**src/rtl/qnigma_sum_ctrl.sv**
```systemverilog
// Frame-averaging controller: gathers 2**N samples per frame, sums them in a
// pipelined adder tree and presents the sum or mean on a valid/ready output.

module qnigma_sum #(
  parameter int unsigned W = 8,
  parameter int unsigned N = 2
) (
  input  logic                      clk,
  input  logic [2**N-1:0][W-1:0]    data,
  output logic [W+N-1:0]            sum
);

  localparam int unsigned NS = 2**N;
  localparam int unsigned OW = W + N;

  // Heap-ordered tree: node 1 is the root, node k sums children 2k and 2k+1.
  logic [OW-1:0] leaf [NS];
  logic [OW-1:0] node [1:NS-1];

  for (genvar i = 0; i < NS; i++) begin : g_leaf
    assign leaf[i] = OW'(data[i]);
  end

  for (genvar k = 1; k < NS; k++) begin : g_node
    if (2 * k >= NS) begin : g_bottom
      always_ff @(posedge clk) node[k] <= leaf[2*k-NS] + leaf[2*k+1-NS];
    end else begin : g_inner
      always_ff @(posedge clk) node[k] <= node[2*k] + node[2*k+1];
    end
  end

  assign sum = node[1];

endmodule

module qnigma_sum_ctrl #(
  parameter int unsigned W     = 8,
  parameter int unsigned N     = 2,
  parameter int unsigned MEAN  = 1,
  parameter int unsigned ROUND = 0
) (
  input  logic           clk,
  input  logic           rst,
  input  logic           clr,
  input  logic [W-1:0]   in_data,
  input  logic           in_valid,
  output logic           in_ready,
  output logic [W+N-1:0] out_data,
  output logic           out_valid,
  input  logic           out_ready,
  output logic           busy,
  output logic [N-1:0]   fill_cnt
);

  localparam int unsigned NS = 2**N;
  localparam int unsigned OW = W + N;
  localparam int unsigned LW = $clog2(N + 1);
  localparam logic [OW:0] SAT = {{(N+1){1'b0}}, {W{1'b1}}};

  typedef enum logic [1:0] {IDLE, SUM, HOLD} state_t;

  state_t                 state_q, state_d;
  logic [LW-1:0]          lat_q, lat_d;
  logic [NS-1:0][W-1:0]   coll_q, snap_q, snap_d;
  logic [OW-1:0]          tree_sum, res_c;
  logic [OW:0]            rnd_c;
  logic                   full, beat, last_beat, snap_load, res_load;

  // The last sample is only refused while the previous frame cannot retire this cycle.
  assign full      = (fill_cnt == N'(NS-1));
  assign in_ready  = !(full && (state_q != IDLE) && !((state_q == HOLD) && out_ready));
  assign beat      = in_valid && in_ready;
  assign last_beat = beat && full;

  // Next state and datapath load strobes.
  always_comb begin
    state_d   = state_q;
    lat_d     = lat_q;
    snap_load = 1'b0;
    res_load  = 1'b0;
    case (state_q)
      IDLE: begin
        if (last_beat) begin
          state_d   = SUM;
          lat_d     = '0;
          snap_load = 1'b1;
        end
      end
      SUM: begin
        if (lat_q == LW'(N)) begin
          state_d  = HOLD;
          res_load = 1'b1;
        end else begin
          lat_d = lat_q + LW'(1);
        end
      end
      HOLD: begin
        if (out_ready) begin
          if (last_beat) begin
            state_d   = SUM;
            lat_d     = '0;
            snap_load = 1'b1;
          end else begin
            state_d = IDLE;
          end
        end
      end
      default: state_d = IDLE;
    endcase
  end

  // Control registers; clr acts as a frame flush identical to rst.
  always_ff @(posedge clk) begin
    if (rst || clr) begin
      state_q   <= IDLE;
      lat_q     <= '0;
      fill_cnt  <= '0;
      out_valid <= 1'b0;
      busy      <= 1'b0;
    end else begin
      state_q   <= state_d;
      lat_q     <= lat_d;
      out_valid <= (state_d == HOLD);
      busy      <= (state_d != IDLE);
      if (beat) fill_cnt <= fill_cnt + N'(1);
    end
  end

  // Snapshot includes the sample arriving on the last beat.
  always_comb begin
    snap_d         = coll_q;
    snap_d[NS-1]   = in_data;
  end

  always_ff @(posedge clk) begin
    if (beat)      coll_q[fill_cnt] <= in_data;
    if (snap_load) snap_q           <= snap_d;
    if (res_load)  out_data         <= res_c;
  end

  qnigma_sum #(.W(W), .N(N)) u_sum (
    .clk  (clk),
    .data (snap_q),
    .sum  (tree_sum)
  );

  // Sum or mean; rounding add is one bit wider so it cannot wrap.
  always_comb begin
    rnd_c = {1'b0, tree_sum};
    res_c = tree_sum;
    if (MEAN != 0) begin
      if (ROUND != 0) rnd_c = {1'b0, tree_sum} + (OW+1)'(NS / 2);
      rnd_c = rnd_c >> N;
      res_c = (rnd_c > SAT) ? OW'(SAT) : OW'(rnd_c);
    end
  end

endmodule

```
**config.mk**
```make
export PLATFORM = sky130hd
export DESIGN_NAME = qnigma_sum_ctrl
export DESIGN_NICKNAME = d
export VERILOG_FILES = /design/src/rtl/qnigma_sum_ctrl.sv
export SDC_FILE = /design/constraint.sdc
export NUM_CORES = 1
export LEC_CHECK = 0
export CORE_MARGIN = 3
export CORE_UTILIZATION = 53
export DETAILED_ROUTE_END_ITERATION = 6
export GPL_TIMING_DRIVEN = 0
export HOLD_SLACK_MARGIN = 0.08
export PLACE_DENSITY = 0.81
export SLEW_MARGIN = 10
export SYNTH_ARGS = -nofsm -noshare
export SYNTH_HDL_FRONTEND = slang
export SYNTH_HIERARCHICAL = 1
export SYNTH_SLANG_ARGS = --single-unit
```
**constraint.sdc**
```tcl
create_clock -name clk -period 2.6 [get_ports clk]
set_input_delay 0.52 -clock clk [delete_from_list [all_inputs] [get_ports clk]]
set_output_delay 0.52 -clock clk [all_outputs]
set_load 0.05 [all_outputs]
```
-- Yosys cells after proc, flatten, opt, wreduce, memory -nomap -nowiden
Memories as Yosys holds them, arrays and structs flattened.
Index checks and enable logic that the tools add are counted.
- bits in registers: 82
- RAM bits: 30
- memories: 1
- memory list (name ; words ; width ; read ports ; clocked after memory_dff ; wr ports ; line ; RTL):
    u_sum.node ; 3 ; 10 ; 3 ; 0 ; 3 ; 18 ; logic [OW-1:0] node [1:NS-1];
- $add $sub $neg: 5
- $lt $le $gt $ge: 3
- eq/ne operators: 7
- mux-type cells: 17
- reduce and logical (&&, ||, !) cells: 14
- operators by type and width (cell ; number):
    bitwise mux 32 bit ; 1
    adder 8 x 8 -> 9 bit ; 2
    demux 8 bit (select 2 bit) ; 1
    2-to-1 mux 2 bit ; 6
    one-hot mux 2 bit (3 select lines) ; 2
    adder 10 bit ; 1
    equality test 2 bit (second input constant) ; 4
    greater-than comparator 8 bit (second input constant) ; 1
    2-to-1 mux 8 bit ; 1
    logical AND 1 bit ; 6
    2-to-1 mux 1 bit ; 5
    adder 2 x 1 -> 2 bit (second input constant) ; 2
    inequality test 2 bit (second input constant) ; 2
    nonzero test 2 bit ; 2
    < comparator 2 x 3 -> 1 bit (second input constant) ; 1
    AND reduction 3 bit ; 1
    nonzero test 3 bit ; 1
    equality test 2 x 1 -> 1 bit (second input constant) ; 1
    >= comparator 2 x 1 -> 1 bit (second input constant) ; 1
    logical NOT 1 bit ; 2
    logical NOT 2 bit ; 1
    one-hot mux 1 bit (2 select lines) ; 1
    logical OR 1 bit ; 1

-- Depth between registers and ports, before layout
- word-level depth: 11
- mapped depth: 8

-- Hierarchy
Netlist, hierarchy kept.
- modules (own cells, without submodules) (module ; times used ; cells an instance ; area an instance (µm²) ; sequential area each (µm²)):
    qnigma_sum_ctrl ; 1 ; 118 ; 2373.5 ; 2082.0
    qnigma_sum ; 1 ; 159 ; 1604.0 ; 560.5

-- Worst setup path before layout
Ideal clock, no wire load.
- path kind: input port to output port
- start point: input out_ready
- end point: output in_ready
- arrival time: 1.666 ns
- required time: 2.080 ns
- path slack: 0.414 ns
- stages: 2
- cell sequence: nor2b_1 > o21ai_0
- cells in the longest elaborated chain, start to end: 4
- RTL lines (element ; line ; RTL):
    from (decl) ; 50 ; input logic out_ready,
    logical AND 1 bit ; 71 ; assign in_ready = !(full && (state_q != IDLE) && !((state_q == HOLD) && out_ready));
    logical NOT 1 bit ; 71 ;
    logical AND 1 bit ; 71 ;
    logical NOT 1 bit ; 71 ;
    to (decl) ; 47 ; output logic in_ready,
No other way between the ends.

-- Worst setup path in the final report
Same ends and word-level chain as after synthesis.

==> results.ini <==
[placed_design]
portBuffers=25
place_area_sq_um=4293
hpwl_microns=3824
gp_congestion=0.7552

[route]
drt_iter0_drc=57
route.vias.total=2047
routed_wirelength_microns=5251
ant_nets=0
drcViolationCount=0
wl_per_cell_microns=12.81
via_per_inst=4.993
first_pass_iters=4

[finish]
diodes=0
ff_latch_area_sq_um=2603
areaGrowthSynthToFinish_pct=14.72
fillers=521
drive_gt1_share_pct=11.15
multi_input_area_sq_um=1174
layout_common_cells=edfxtp_1 (64), dfxtp_1 (34), ha_1 (30), clkdlybuf4s50_1 (24), inv_1 (17)
fin_util_pct=64.39
layout_commonest_cell=edfxtp_1
finalNetCount=355
final_cell_area_sq_um=4496

[die]
dieArea_sq_um=8461
initial_utilization_pct=56.13
num_io_pins=28
die_w_microns=91.99
rows=30
die_h_microns=91.99
core-area_sq_um=6982

[cts]
post_cts_buffers=0
cts_resized=0
cts_buffers=9
insertion_delay_ns=0.35
clk_path_buf_depth=2
cts_tree=built
cts-root-buf=clkbuf_8
clkSinkCount=98
htree_num_levels=3
clk_pin_slew_ns=0.10
holdBufCountCts=0

[setup_path]
worstPathCellList=clkdlybuf4s50_1 > nor2b_1 > o21ai_0 > dlymetal6s2s_1
crit_arrival_ns=1.66
r2r_start=fill_cnt[0]$_SDFFE_PP0P_
r2r_slack_ns=0.63
worst_r2r_path_depth=4
cp_data_required_time_ns=2.08
cpPeakStageDelay_ns=0.48
crit_start=out_ready
path_max_fanout=4
critPathCapture=in_ready
reg2reg_to=snap_q[29]$_DFFE_PP_
endpoint_kind=output pin
critPathSlowestCell=clkdlybuf4s50_1
path_class=in -> out
start_kind=input pin

[logic_synthesis]
synth_cells=272
syn_avg_cell_area_sq_um=14.41
yosysWarnings=6
netlist_area_sq_um=3919

[timing]
drv_slew=0
setup_viol=0
worst_pin_slew_ns=0.7064
hold_slack_ns=0.4221
hold_viol_final=0
final.setup_skew_ns=0.01028
fmax_mhz=458.1
finalSetupTns_ns=0
slew_headroom_pct=52.84
finalCriticalPeriod_ns=2.183
fin_crit_sh_pct=83.95
rsz0062_at_grt=no

[grt]
antenna_found_initial=0
grt_start_max_net_pins=35
grt-ovfl-total=0
grt_pass1_vias=1948
grt_usage_pct=13.57
grt_pass1_wl_microns=8707

[power]
switching_share_pct=20.70
pwr-share-clk_pct=35.1
internal_power_mw=2.174
comb_power_share_pct=3.3
total_power_mw=2.742
ir_drop_v=0.0004085
pwr-share-seq_pct=61.7
switching_power_mw=0.5676
p_leak_nw=1.715
p_per_area_nw_per_um2=610.0

[outcome]
status=completed

[worst_hold_path]
holdCritPathClass=reg -> reg

[run]
maxCapViolations=0

## state kept, by name, summed over array words and instances (netlist names)
name / flops
out_valid: 1
state_q: 2
snap_q: 32
fill_cnt: 2
busy: 1
coll_q: 24
u_sum/node: 26
lat_q: 2
out_data: 8
## layer usage
layer | track usage [%] | up-vias | part of all wire, %
met5 | 0 | - | 0
li1 | - | 1036 | -
met2 | 22.57 | 38 | 49
met1 | 15.96 | 966 | 45
met3 | 4.430 | 7 | 4.4
met4 | 6.312 | 0 | 1.8
## metrics by stage
step                cells  worst slack [ns]
floorplan             273            0.4142
global placement      394           0.07362
detailed placement    394           0.02774
CTS                   410           0.03050
global route          410            0.3734
finish                410            0.4172
## power by group through the flow
stage               combinational [mW]  sequential [mW]  clock, mW
floorplan                       0.0483             1.73          0
global placement                0.0864             1.73          0
detailed placement              0.0902             1.73          0
CTS                             0.0904             1.69      0.988
global route                    0.0980             1.69       1.07
finish                          0.0891             1.69      0.962
## cell type report
| cell class | instances | share of cell area [%] |
|---|---|---|
| Buffer | 11 | 1.753 |
| Clock buffer | 9 | 2.755 |
| Clock inverter | 7 | 1.698 |
| Inverter | 18 | 1.503 |
| Multi-Input combinational cell | 146 | 26.11 |
| Sequential cell | 98 | 57.89 |
| Tap cell | 96 | 2.672 |
| Timing Repair Buffer | 25 | 5.622 |
## worst min path at each step
stage                         startpoint                   end  slack, ns  depth (start not counted)
floorplan            coll_q[0]$_DFFE_PP_   snap_q[0]$_DFFE_PP_       0.40                          0
global placement    coll_q[16]$_DFFE_PP_  snap_q[16]$_DFFE_PP_       0.40                          0
detailed placement  coll_q[16]$_DFFE_PP_  snap_q[16]$_DFFE_PP_       0.40                          0
CTS                 coll_q[21]$_DFFE_PP_  snap_q[21]$_DFFE_PP_       0.43                          0
global route         coll_q[8]$_DFFE_PP_   snap_q[8]$_DFFE_PP_       0.44                          0
finish               coll_q[9]$_DFFE_PP_   snap_q[9]$_DFFE_PP_       0.42                          0
## critical path: cells and delay by family
family / cells / cell delay (ns)
AND/OR/NAND/NOR: 1 / 0.09
buffers and inverters: 2 / 0.91
AO/OA/AOI/OAI: 1 / 0.14
(Power assumes the default switching activity.)
